## src/rtl/unidade_controle_desafio.sv

```systemverilog
// Moore control unit for the memory-game challenge: sequences rounds, checks moves and
// appends one new move per won round. Optional per-move timeout enabled by `define TIMEOUT_EN.
module unidade_controle_desafio #(
   parameter int unsigned TIMEOUT_CICLOS = 5000
) (
   input  logic       clock_i,
   input  logic       reset_i,
   input  logic       iniciar_i,
   input  logic       jogada_i,
   input  logic       igual_i,
   input  logic       fimE_i,
   input  logic       fimR_i,
   output logic       zeraE_o,
   output logic       contaE_o,
   output logic       zeraR_o,
   output logic       contaR_o,
   output logic       registraR_o,
   output logic       escreveM_o,
   output logic       pronto_o,
   output logic       ganhou_o,
   output logic       perdeu_o,
   output logic       db_timeout_o,
   output logic [3:0] db_estado_o
);

   typedef enum logic [3:0] {
      StInicial       = 4'h0,
      StPreparacao    = 4'h1,
      StInicioRodada  = 4'h2,
      StEsperaJogada  = 4'h3,
      StRegistra      = 4'h4,
      StComparacao    = 4'h5,
      StProximo       = 4'h6,
      StEsperaNova    = 4'h7,
      StRegistraNova  = 4'h8,
      StEscreve       = 4'h9,
      StProximaRodada = 4'hA,
      StFimAcertou    = 4'hB,
      StFimTimeout    = 4'hD,
      StFimErrou      = 4'hE
   } state_e;

   state_e state_q, state_d;
   logic   timeout;

   if (TIMEOUT_CICLOS < 2) begin : g_param_check
      $fatal(1, "TIMEOUT_CICLOS must be at least 2");
   end

`ifdef TIMEOUT_EN
   localparam int unsigned CntW = $clog2(TIMEOUT_CICLOS);
   localparam logic [CntW-1:0] CntMax = CntW'(TIMEOUT_CICLOS - 1);

   logic [CntW-1:0] cnt_q, cnt_d;
   logic            em_espera;

   assign em_espera = (state_q == StEsperaJogada) || (state_q == StEsperaNova);
   assign cnt_d     = em_espera ? cnt_q + 1'b1 : '0;
   assign timeout   = em_espera && (cnt_q == CntMax);

   always_ff @(posedge clock_i) begin
      if (reset_i) begin
         cnt_q <= '0;
      end else begin
         cnt_q <= cnt_d;
      end
   end
`else
   assign timeout = 1'b0;
`endif

   always_ff @(posedge clock_i) begin
      if (reset_i) begin
         state_q <= StInicial;
      end else begin
         state_q <= state_d;
      end
   end

   always_comb begin
      state_d      = state_q;
      zeraE_o      = 1'b0;
      contaE_o     = 1'b0;
      zeraR_o      = 1'b0;
      contaR_o     = 1'b0;
      registraR_o  = 1'b0;
      escreveM_o   = 1'b0;
      pronto_o     = 1'b0;
      ganhou_o     = 1'b0;
      perdeu_o     = 1'b0;
      db_timeout_o = 1'b0;

      case (state_q)
         StInicial: begin
            if (iniciar_i) state_d = StPreparacao;
         end
         StPreparacao: begin
            zeraE_o = 1'b1;
            zeraR_o = 1'b1;
            state_d = StInicioRodada;
         end
         StInicioRodada: begin
            zeraE_o = 1'b1;
            state_d = StEsperaJogada;
         end
         // A move arriving on the timeout cycle takes priority.
         StEsperaJogada: begin
            if (jogada_i)     state_d = StRegistra;
            else if (timeout) state_d = StFimTimeout;
         end
         StRegistra: begin
            registraR_o = 1'b1;
            state_d     = StComparacao;
         end
         StComparacao: begin
            if (!igual_i)     state_d = StFimErrou;
            else if (!fimE_i) state_d = StProximo;
            else if (fimR_i)  state_d = StFimAcertou;
            else              state_d = StEsperaNova;
         end
         StProximo: begin
            contaE_o = 1'b1;
            state_d  = StEsperaJogada;
         end
         StEsperaNova: begin
            if (jogada_i)     state_d = StRegistraNova;
            else if (timeout) state_d = StFimTimeout;
         end
         // Advancing E here points it at R+1, the slot the new move is written to.
         StRegistraNova: begin
            registraR_o = 1'b1;
            contaE_o    = 1'b1;
            state_d     = StEscreve;
         end
         StEscreve: begin
            escreveM_o = 1'b1;
            state_d    = StProximaRodada;
         end
         StProximaRodada: begin
            contaR_o = 1'b1;
            state_d  = StInicioRodada;
         end
         StFimAcertou: begin
            pronto_o = 1'b1;
            ganhou_o = 1'b1;
            if (iniciar_i) state_d = StPreparacao;
         end
`ifdef TIMEOUT_EN
         StFimTimeout: begin
            pronto_o     = 1'b1;
            perdeu_o     = 1'b1;
            db_timeout_o = 1'b1;
            if (iniciar_i) state_d = StPreparacao;
         end
`endif
         StFimErrou: begin
            pronto_o = 1'b1;
            perdeu_o = 1'b1;
            if (iniciar_i) state_d = StPreparacao;
         end
         default: begin
            state_d = StInicial;
         end
      endcase
   end

   assign db_estado_o = state_q;

endmodule

```

## config.mk

```make
export PLATFORM = sky130hd
export DESIGN_NAME = unidade_controle_desafio
export DESIGN_NICKNAME = d
export VERILOG_FILES = /design/src/rtl/unidade_controle_desafio.sv
export SDC_FILE = /design/constraint.sdc
export NUM_CORES = 1
export LEC_CHECK = 0
export ABC_AREA = 1
export CORE_AREA = 3 3 40 42
export CTS_CLUSTER_SIZE = 10
export DETAILED_ROUTE_END_ITERATION = 7
export DIE_AREA = 0 0 43 45
export DONT_BUFFER_PORTS = 1
export PLACE_DENSITY = 0.54
export SKIP_CTS_REPAIR_TIMING = 1
export SYNTH_ARGS = -nofsm -noshare
export SYNTH_HDL_FRONTEND = slang
export SYNTH_SLANG_ARGS = --single-unit
```

## constraint.sdc

```tcl
create_clock -name clock_i -period 1.7 [get_ports clock_i]
set_clock_uncertainty 0.2 [all_clocks]
set_input_delay 0.085 -clock clock_i [delete_from_list [all_inputs] [get_ports clock_i]]
set_output_delay 0.085 -clock clock_i [all_outputs]
set_load 0.05 [all_outputs]
```

==> key figures, run 1 <==
Die
  – I/O pin count: 21
  – Starting Density: between 30% and 40%
  – Die height: 45 um
  – Core area: between 1000 and 1500 um^2
  – Die area: approximately 1900 um^2
  – # rows: 13
  – Die Span X: about 43 um

Layout
  – Final core utilization: 54.14%
  – Fillers: 119
  – Share of cells above drive strength 1: ~36%
  – N_diodes: 0
  – Final non-filler cell area: about 700 um^2
  – Max FFs per register: 4
  – Synth-to-layout area growth: 74.29%
  – Final #Nets: a little over 100

Critical path
  – Reg2reg path depth: 6
  – Max incr delay on CP: about 370 ps
  – CP Depth: 5
  – Worst EP arrival: around 1300 ps
  – Worst R2R Start: db_estado_o[0]
  – Critical path fanouts, max: 6
  – Data required time of the critical path: ~1400 ps
  – Setup crit start kind: flip-flop
  – Crit path buffers/inverters: 3
  – CP endpoint kind: primary output
  – FF-to-FF End: db_estado_o[0]
  – CP max-delay cell: dfxtp_2
  – CP Class: reg2out
  – Crit path cell chain: inv_2 -> nor2_1 -> inv_1 -> o21ai_2 -> buf_12
  – R2r setup slk: ~250 ps
  – Setup crit end: contaE_o
  – Crit path max-delay family: flip-flops
  – Crit path from: db_estado_o[1]

Power and ir drop
  – Power after layout: ~1.1 mW
  – Pwr/cell area: roughly 1500 nW/um^2
  – Leak Pwr: between 0.3 and 0.4 nW
  – VDD IR max: roughly 0.64 mV

Logic synthesis
  – Synth Area per Inst: 5.394 um^2
  – Yosys cell types: 18
  – Post-synthesis sequential area ratio: between 20% and 30%
  – Syn nets: 81
  – Cell Area, Synth: 399.1 um^2
  – #FFs+latches synth: 4
  – Mapped Cells: 74
  – Ys Warns: 0

Global route
  – Global-route wire length before repair: 1.669 mm
  – GRT Util Overall: a little under an eighth
  – Largest net degree at the start of global routing: 8
  – Remaining global-route overflow: 0
  – Antenna violations before repair: 0
  – Vias in the first global route: ~420

Run status
  – Failing checks: negative hold slack
  – Status: finished with violations

Detailed routing
  – Routed length per instance: between 9 and 10 um
  – Final wirelength: ~1 mm
  – TritonRoute pass-1 iters: 4
  – Vias: between 400 and 500
  – Initial DRC count: 7
  – DRC: 0
  – Number of routed nets with antenna violations: 0
  – Routed vias/inst: 4.636

Clock network
  – H-tree depth: 1
  – Total CTS buffers: 3
  – Clk slew on worst S/H paths: roughly 40 ps
  – Max Root-Sink Buffers: 2
  – Root Driver: clkbuf_4
  – Clk sink count: 4
  – CTS tree: done
  – Clk_lat worst skew: between 200 and 250 ps

STA
  – Final setup margin: between 100 and 150 ps
  – Final Hold Violating Endpoints: 4
  – Worst hold slack: -24.00 ps
  – Crit path time final: 1599 ps
  – Final setup viols: 0
  – Fin crit share: a little over nine tenths
  – FMAX: 625.6 MHz
  – Max Slew Vio Count: 0
  – RSZ-0062 raised after global routing: no

Flow run
  – Maximum capacitance violations: 0

Place
  – Detailed-placement wirelength estimate: 845.7 um
  – Cell Area, Placed: 653.1 um^2
  – Routability Congestion: ~0.89
  – I/O Buffers: 0
  – Setup WS pre-CTS: approximately 270 ps

Hold path
  – Worst Hold Class: in2reg
## how the worst min path moves through the flow
stage / startpoint / to / slack (ps) / cells after the start
3_3_place_gp: reset_i / db_estado_o[1] / -50 / 1
2_1_floorplan: reset_i / db_estado_o[1] / -50 / 1
6_report: jogada_i / db_estado_o[3] / -20 / 5
4_1_cts: reset_i / db_estado_o[3] / -290 / 1
5_1_grt: jogada_i / db_estado_o[0] / 9 / 5
3_5_place_dp: reset_i / db_estado_o[3] / -50 / 1
## cell type report
type / count / area, um^2 / area share, %
timing repair buffer: 16 / 237.7 / 34.17
multi-input combinational: 56 / 285.3 / 41.01
inverter: 13 / 48.80 / 7.014
sequential: 4 / 82.58 / 11.87
clock buffer: 3 / 22.52 / 3.237
tap: 15 / 18.77 / 2.698
## synth_stat cells (all sizes together)
cell    number  share of area, %
o211ai       1               1.9
clkinv       1              0.94
nand2       29                31
nor2        10                11
dfxtp        4                20
buf          1               1.9
a21oi        6               7.5
nand3b       1               1.9
nor3         2               2.5
nand3        5               7.5
o21ai        1               1.3
conb         1              0.94
inv         12                11
## kinds of logic after synthesis
family	share of synthesized area (%)
AND/OR/NAND/NOR	54.23
buffers and inverters	14.11
other	0.9395
AO/OA/AOI/OAI	10.66
flip-flops	20.06
## report_power, final
part	internal (mW)	total (mW)	leakage (nW)	switching [mW]
clock	0.0788	0.114	0.0138	0.0354
combinational	0.299	0.779	0.292	0.480
sequential	0.124	0.170	0.0336	0.0464
## worst reg2reg max path: stages (launching register included)
cell	delay (ps)
dfxtp_1	430
nand2_1	140
nor3_1	250
inv_2	90
nand2_4	90
nand2_1	50
a21oi_1	130
## routing by layer
layer / GRT usage, % / routed length, um / vias up
met1: 14.42 / 472 / 213
met2: 17.96 / 477 / 18
met5: 0 / 0 / -
met4: 5.422 / 0 / 0
li1: - / - / 265
met3: 2.789 / 67 / 0
## placed cells by master, fill, tap and decap left out, types with 3 or more instances in the layout
cell type,synthesis,final
inv_2,3,3
nor2_2,0,3
nand3_1,4,4
buf_12,0,9
clkbuf_4,0,3
inv_1,9,9
buf_4,1,5
nand2_1,25,25
a21oi_1,6,5
nand2_2,3,3
nor2_1,9,6
## through the flow
step | std cells | hold slack, ps | setup TNS [ps]
detailed placement | 102 | -50.18 | 0
finish | 107 | -24.00 | 0
CTS | 105 | -294.5 | 0
global placement | 102 | -49.94 | 0
floorplan | 74 | -53.35 | -325.7
global route | 107 | 8.685 | 0
No activity file was read; power rests on OpenSTA's default activity.
==> run 2: changes to the inputs <==
--- a/config.mk
+++ b/config.mk
@@ -7,11 +7,13 @@
 export LEC_CHECK = 0
 export ABC_AREA = 1
 export CORE_AREA = 3 3 40 42
+export CTS_BUF_LIST = sky130_fd_sc_hd__clkbuf_2
 export CTS_CLUSTER_SIZE = 10
 export DETAILED_ROUTE_END_ITERATION = 7
 export DIE_AREA = 0 0 43 45
 export DONT_BUFFER_PORTS = 1
 export PLACE_DENSITY = 0.54
+export RECOVER_POWER = 50
 export SKIP_CTS_REPAIR_TIMING = 1
 export SYNTH_ARGS = -nofsm -noshare
 export SYNTH_HDL_FRONTEND = slang
==> key figures, run 2 (synthesized netlist as in run 1, its figures left out) <==
Critical path
  – CP endpoint kind: primary output
  – Critical path fanouts, max: 6 (unchanged)
  – Reg2reg path depth: 8 (+2)
  – Crit path buffers/inverters: 3 (unchanged)
  – Worst EP arrival: 1290 ps (-20 ps)
  – Worst R2R Start: db_estado_o[0]
  – FF-to-FF End: db_estado_o[0]
  – Setup crit start kind: flip-flop
  – CP max-delay cell: dfxtp_2
  – Max incr delay on CP: 380 ps (about the same)
  – R2r setup slk: 250 ps (about the same)
  – Data required time of the critical path: 1410 ps (about the same)
  – Crit path cell chain: inv_2 -> nor2_1 -> inv_1 -> o21ai_2 -> buf_12
  – CP Class: reg2out
  – Crit path max-delay family: flip-flops

Clock network
  – Total CTS buffers: 3 (unchanged)
  – H-tree depth: 1 (unchanged)
  – Clk slew on worst S/H paths: 40 ps (about the same)
  – Clk sink count: 4 (unchanged)
  – Root Driver: clkbuf_2
  – Max Root-Sink Buffers: 2 (unchanged)
  – CTS tree: done
  – Clk_lat worst skew: 200 ps (-30 ps)

Global route
  – GRT Util Overall: 11.31% (unchanged)
  – Antenna violations before repair: 0 (unchanged)
  – Vias in the first global route: 418 (unchanged)
  – Largest net degree at the start of global routing: 8 (unchanged)
  – Global-route wire length before repair: 1.669 mm (unchanged)
  – Remaining global-route overflow: 0 (unchanged)

Power and ir drop
  – Leak Pwr: 0.3077 nW (-9.3%)
  – VDD IR max: 0.6205 mV (-3.0%)
  – Pwr/cell area: 1616 nW/um^2 (+5.7%)
  – Gate power share: 74.6% (+1.3 points)
  – Internal power: 0.4369 mW (-13%)
  – Power after layout: 0.9990 mW (-6.1%)
  – Clock share of power: 8.3% (-2.4 points)
  – Psw: 0.5621 mW (about the same)
  – Sequential share of power: 17.1% (+1.1 points)
  – Net Sw Frac: 56.27% (+3.4 points)

Place
  – Cell Area, Placed: 653.1 um^2 (unchanged)
  – Setup WS pre-CTS: 268.6 ps (unchanged)
  – Detailed-placement wirelength estimate: 845.7 um (unchanged)
  – I/O Buffers: 0 (unchanged)
  – Routability Congestion: 0.8930 (unchanged)

Layout
  – Fillers: 133 (+12%)
  – Final non-filler cell area: 618.1 um^2 (-11%)
  – Final #Nets: 100 (-0.99%)
  – Commonest non-fill, non-tap cells in the layout: 25 x nand2_1, 9 x inv_1, 6 x nor2_1, 6 x buf_12
  – Commonest non-fill, non-tap cell in the layout: nand2_1
  – Final core utilization: 48.10% (-6.0 points)
  – Max FFs per register: 4 (unchanged)
  – Share of cells above drive strength 1: 31.87% (-4.0 points)
  – Storage cell area: 82.58 um^2 (unchanged)
  – Synth-to-layout area growth: 54.86%
  – Multi-input gate area: 285.3 um^2 (unchanged)
  – N_diodes: 0 (unchanged)

STA
  – Rel. slew slack: approximately three fifths
  – Final setup viols: 0 (unchanged)
  – Max Slew Vio Count: 0 (unchanged)
  – RSZ-0062 raised after global routing: no
  – Final setup margin: 128.0 ps (+26.60 ps)
  – Crit path time final: 1572 ps (-26.60 ps)
  – Worst hold slack: -12.73 ps (+11.27 ps)
  – FMAX: 636.1 MHz (+1.7%)
  – Fin crit share: 92.47% (-1.6 points)
  – Pin slew with the least headroom to its limit: just over 600 ps
  – Final Hold Violating Endpoints: 2 (-2)

Die
  – Die Span X: 43 um (unchanged)
  – Starting Density: 31.06% (unchanged)
  – # rows: 13 (unchanged)
  – Die area: 1935 um^2 (unchanged)
  – Core area: 1285 um^2 (unchanged)
  – Die height: 45 um (unchanged)
  – I/O pin count: 21 (unchanged)

Hold path
  – Worst hold path endpoint: db_estado_o[3]
  – Min-delay src: iniciar_i
  – Worst Hold Depth: 4 (-1)
  – Worst Hold Class: in2reg

Flow run
  – Maximum capacitance violations: 0 (unchanged)

Detailed routing
  – Routed length per instance: 9.604 um (+1.0%)
  – M1 wire length: 505 um (+7.0%)
  – Number of routed nets with antenna violations: 0 (unchanged)
  – DRC: 0 (unchanged)
  – WL met2: 446 um (-6.5%)
  – WL met3: 54 um (-19%)
  – Vias: 499 (+0.60%)
  – TritonRoute pass-1 iters: 4 (unchanged)
  – Final wirelength: 1.018 mm (about the same)
  – Top Layer Used: met4
  – Initial DRC count: 6 (-1)
  – Routed vias/inst: 4.708 (+1.6%)

Run status
  – Status: finished with violations
  – Failing checks: negative hold slack
==> run 2: per-stage QoR <==
step	TNS [ps]	hold slack [ps]	instances
floorplan	-325.7	-53.35	74
detailed placement	0	-50.18	102
finish	0	-12.73	106
global placement	0	-49.94	102
CTS	0	-268.7	105
global route	0	10.80	106
==> run 2: area by class of cell <==
cell class	count	share of cell area [%]
inverter	13	7.895
timing repair buffer	15	27.13
multi-input combinational	56	46.15
tap	15	3.036
sequential	4	13.36
clock buffer	3	2.429
==> run 2: power groups by stage <==
stage	registers (mW)	logic, mW	clock network (mW)
final	0.171	0.745	0.0833
after global routing	0.179	0.792	0.0943
after CTS	0.170	0.777	0.0873
after detailed placement	0.172	0.775	0
after global placement	0.172	0.776	0
after floorplan	0.252	0.425	0
==> run 2: worst max-delay path by stage <==
stage | slack, ps | endpoint | cells after the start | from
after floorplan | -80 | escreveM_o | 2 | db_estado_o[0]
after global placement | 260 | db_estado_o[3] | 8 | db_estado_o[0]
after detailed placement | 270 | db_estado_o[0] | 6 | db_estado_o[0]
after CTS | 120 | contaE_o | 5 | db_estado_o[1]
after global routing | 30 | zeraE_o | 4 | db_estado_o[0]
final | 130 | contaE_o | 5 | db_estado_o[1]
==> run 2: layer usage <==
metal  vias to the layer above  GRT usage (%)
li1                        264              -
met5                         -              0
met4                         0          5.422
met2                        18          17.96
met3                         2          2.789
met1                       215          14.42
==> run 2: worst reg2reg max path: stages (launching register included) <==
cell and delay, ps:
dfxtp_1 430, nand2_1 140, inv_1 110, nand2_2 80, nand3_2 100, nand2_2 80
nand2_4 70, nand2_1 50, a21oi_1 130
==> run 3: changes to the inputs <==
--- a/config.mk
+++ b/config.mk
@@ -5,14 +5,14 @@
 export SDC_FILE = /design/constraint.sdc
 export NUM_CORES = 1
 export LEC_CHECK = 0
-export ABC_AREA = 1
+export ABC_AREA = 0
 export CORE_AREA = 3 3 40 42
 export CTS_BUF_LIST = sky130_fd_sc_hd__clkbuf_2
 export CTS_CLUSTER_SIZE = 10
 export DETAILED_ROUTE_END_ITERATION = 7
 export DIE_AREA = 0 0 43 45
 export DONT_BUFFER_PORTS = 1
-export PLACE_DENSITY = 0.54
+export PLACE_DENSITY = 0.58
 export RECOVER_POWER = 50
 export SKIP_CTS_REPAIR_TIMING = 1
 export SYNTH_ARGS = -nofsm -noshare
==> constraint.sdc (replaced) <==
create_clock -name clock_i -period 1.7 [get_ports clock_i]
set_clock_uncertainty 0.2 [all_clocks]
set_input_delay 0.085 -clock clock_i [delete_from_list [all_inputs] [get_ports clock_i]]
set_output_delay 0.085 -clock clock_i [all_outputs]
set_load 0.005 [all_outputs]
==> key figures, run 3 <==
Run status
  – Status: finished with violations
  – Failing checks: negative hold slack

Detailed routing
  – Final wirelength: 1.216 mm (+19%)
  – Routed length per instance: 13.36 um (+39%)
  – M1 wire length: 532 um (+5.3%)
  – Top Layer Used: met4
  – TritonRoute pass-1 iters: 5 (+1)
  – Routed vias/inst: 5.451 (+16%)
  – DRC: 0 (unchanged)
  – Number of routed nets with antenna violations: 0 (unchanged)
  – WL met2: 569 um (+28%)
  – Vias: 496 (-0.60%)
  – WL met3: 91 um (+69%)
  – Initial DRC count: 10 (+4)

Global route
  – Largest net degree at the start of global routing: 13 (+5)
  – Antenna violations before repair: 0 (unchanged)
  – Global-route wire length before repair: 1.932 mm (+16%)
  – GRT Util Overall: 13.06% (+1.7 points)
  – Vias in the first global route: 446 (+6.7%)
  – Remaining global-route overflow: 0 (unchanged)

Logic synthesis
  – Post-synthesis sequential area ratio: 17.49% (-2.6 points)
  – Synth Flop Type: dfxtp_1
  – Area fraction of the dominant cell type after synthesis: 17.49% (-6.0 points)
  – Yosys top cell by area: dfxtp_1
  – Synth top cells by count: 8 x nand2_1, 7 x nor2_1, 6 x nor3_1
  – Ys Warns: 0 (unchanged)
  – Largest cells by area after synthesis: dfxtp_1 17%, nor3_1 6.6%, nand2_1 6.6%
  – Ys async rst share: 0% (unchanged)
  – Yosys cell types: 30 (+12)
  – Cell Area, Synth: 457.9 um^2 (+15%)
  – Post-synth EDFFs: 0 (unchanged)
  – Count leader, synth: nand2_1
  – Synth Area per Inst: 6.734 um^2 (+25%)
  – Mapped Cells: 68 (-8.1%)
  – Syn nets: 75 (-7.4%)
  – #FFs+latches synth: 4 (unchanged)

Clock network
  – Max Root-Sink Buffers: 2 (unchanged)
  – Root Driver: clkbuf_2
  – H-tree depth: 1 (unchanged)
  – Clk sink count: 4 (unchanged)
  – CTS tree: done
  – Total CTS buffers: 3 (unchanged)
  – Clk_lat worst skew: 220 ps (+20 ps)
  – Clk slew on worst S/H paths: 50 ps (about the same)

Layout
  – Commonest non-fill, non-tap cells in the layout: 8 x nand2_1, 8 x buf_4, 7 x nor2_1, 6 x nor3_1, 4 x a21oi_1
  – Final #Nets: 85 (-15%)
  – Share of cells above drive strength 1: 23.68% (-8.2 points)
  – N_diodes: 0 (unchanged)
  – Non-Filler Instances: 91 (-14%)
  – Synth-to-layout area growth: 16.94%
  – Max FFs per register: 4 (unchanged)

Die
  – I/O pin count: 21 (unchanged)
  – Core area: 1285 um^2 (unchanged)
  – Die area: 1935 um^2 (unchanged)
  – Die height: 45 um (unchanged)
  – Die Span X: 43 um (unchanged)
  – # rows: 13 (unchanged)
  – Starting Density: 35.64% (+4.6 points)

Critical path
  – Data required time of the critical path: 1650 ps (+240 ps)
  – CP endpoint kind: flip-flop
  – Setup crit start kind: flip-flop
  – R2r setup slk: 140 ps (-110 ps)
  – Reg2reg path depth: 5 (-3)
  – Critical path fanouts, max: 7 (+1)
  – CP Class: reg2reg
  – Worst R2R Start: db_estado_o[2]
  – FF-to-FF End: db_estado_o[0]
  – Worst EP arrival: 1510 ps (+220 ps)

STA
  – Worst hold slack: -28.73 ps (-16.00 ps)
  – Final Hold Violating Endpoints: 1 (-1)
  – Fin crit share: 91.93% (-0.54 points)
  – Final setup viols: 0 (unchanged)
  – RSZ-0062 raised after global routing: no
  – Setup TNS: 0 ps (unchanged)
  – Max Slew Vio Count: 0 (unchanged)
  – FMAX: 639.9 MHz (+0.59%)
  – Crit path time final: 1563 ps (-9.190 ps)
  – Final setup margin: 137.2 ps (+9.190 ps)

Place
  – Detailed-placement wirelength estimate: 914.4 um (+8.1%)
  – I/O Buffers: 0 (unchanged)
  – Routability Congestion: 0.8393 (-6.0%)
  – Setup WS pre-CTS: 122.6 ps (-146.1 ps)
  – Placed insts: 86 (-16%)

Hold path
  – Worst hold path endpoint: db_estado_o[1]
  – Min-delay src: iniciar_i
  – Worst Hold Class: in2reg
  – Worst Hold Depth: 3 (-1)

Flow run
  – Maximum capacitance violations: 0 (unchanged)

Power and ir drop
  – Pwr/cell area: 751.3 nW/um^2 (-54%)
  – VDD IR max: 0.3121 mV (-50%)
  – Leak Pwr: 0.2063 nW (-33%)
run 3: power breakdown:
part	total, mW	switching (mW)	leakage [nW]	internal, mW
combinational	0.177	0.0980	0.160	0.0787
sequential	0.132	0.0249	0.0338	0.107
clock	0.0937	0.0461	0.0125	0.0476
run 3: final cells by class:
class	instances	area [um^2]
Fill cell	140	749.5
Multi-Input combinational cell	54	319.1
Sequential cell	4	83.83
Timing Repair Buffer	11	83.83
Tap cell	15	18.77
Clock buffer	3	15.01
Inverter	4	15.01
run 3: cells by family (layout without fill, tap and decap cells):
logic type	Yosys count	in the layout	share of synthesized area, %
AOI/OAI and AO/OA	20	20	31.15
xor gates and xnor gates	2	2	3.826
muxes	1	1	2.186
DFF	4	4	17.49
other	1	1	0.8189
buffers and inverters	10	18	12.84
and+or+nand+nor	30	30	31.70
run 3: routing by layer:
| layer | GRT usage [%] | vias up |
|---|---|---|
| met4 | 7.229 | 0 |
| li1 | - | 254 |
| met5 | 0 | - |
| met3 | 1.992 | 2 |
| met2 | 22.16 | 16 |
| met1 | 15.87 | 224 |
run 3: how the worst max path moves through the flow:
| stage | startpoint | to | slack, ps | cells past startpoint |
|---|---|---|---|---|
| 4_1_cts | db_estado_o[1] | pronto_o | 60 | 4 |
| 6_report | db_estado_o[2] | db_estado_o[0] | 140 | 5 |
| 2_1_floorplan | db_estado_o[1] | db_estado_o[0] | 240 | 6 |
| 3_3_place_gp | db_estado_o[0] | db_estado_o[0] | 90 | 5 |
| 5_1_grt | db_estado_o[2] | db_estado_o[0] | 8 | 6 |
| 3_5_place_dp | db_estado_o[0] | db_estado_o[0] | 120 | 5 |
run 3: critical path, stage by stage (launching register included):
cell and delay [ps]:
dfxtp_1 460, nor2_1 120, a311oi_2 310, a31oi_1 100
a21o_1 190, a21oi_2 110
run 3: through the flow:
| step | util [%] | power (mW) | cell area [um^2] |
|---|---|---|---|
| floorplan | - | 0.2654 | 457.9 |
| global placement | 38.95 | 0.3073 | 500.5 |
| detailed placement | 38.95 | 0.3059 | 500.5 |
| finish | 41.67 | 0.4024 | 535.5 |
| global route | 41.67 | 0.4336 | 535.5 |
| CTS | 40.12 | 0.4018 | 515.5 |
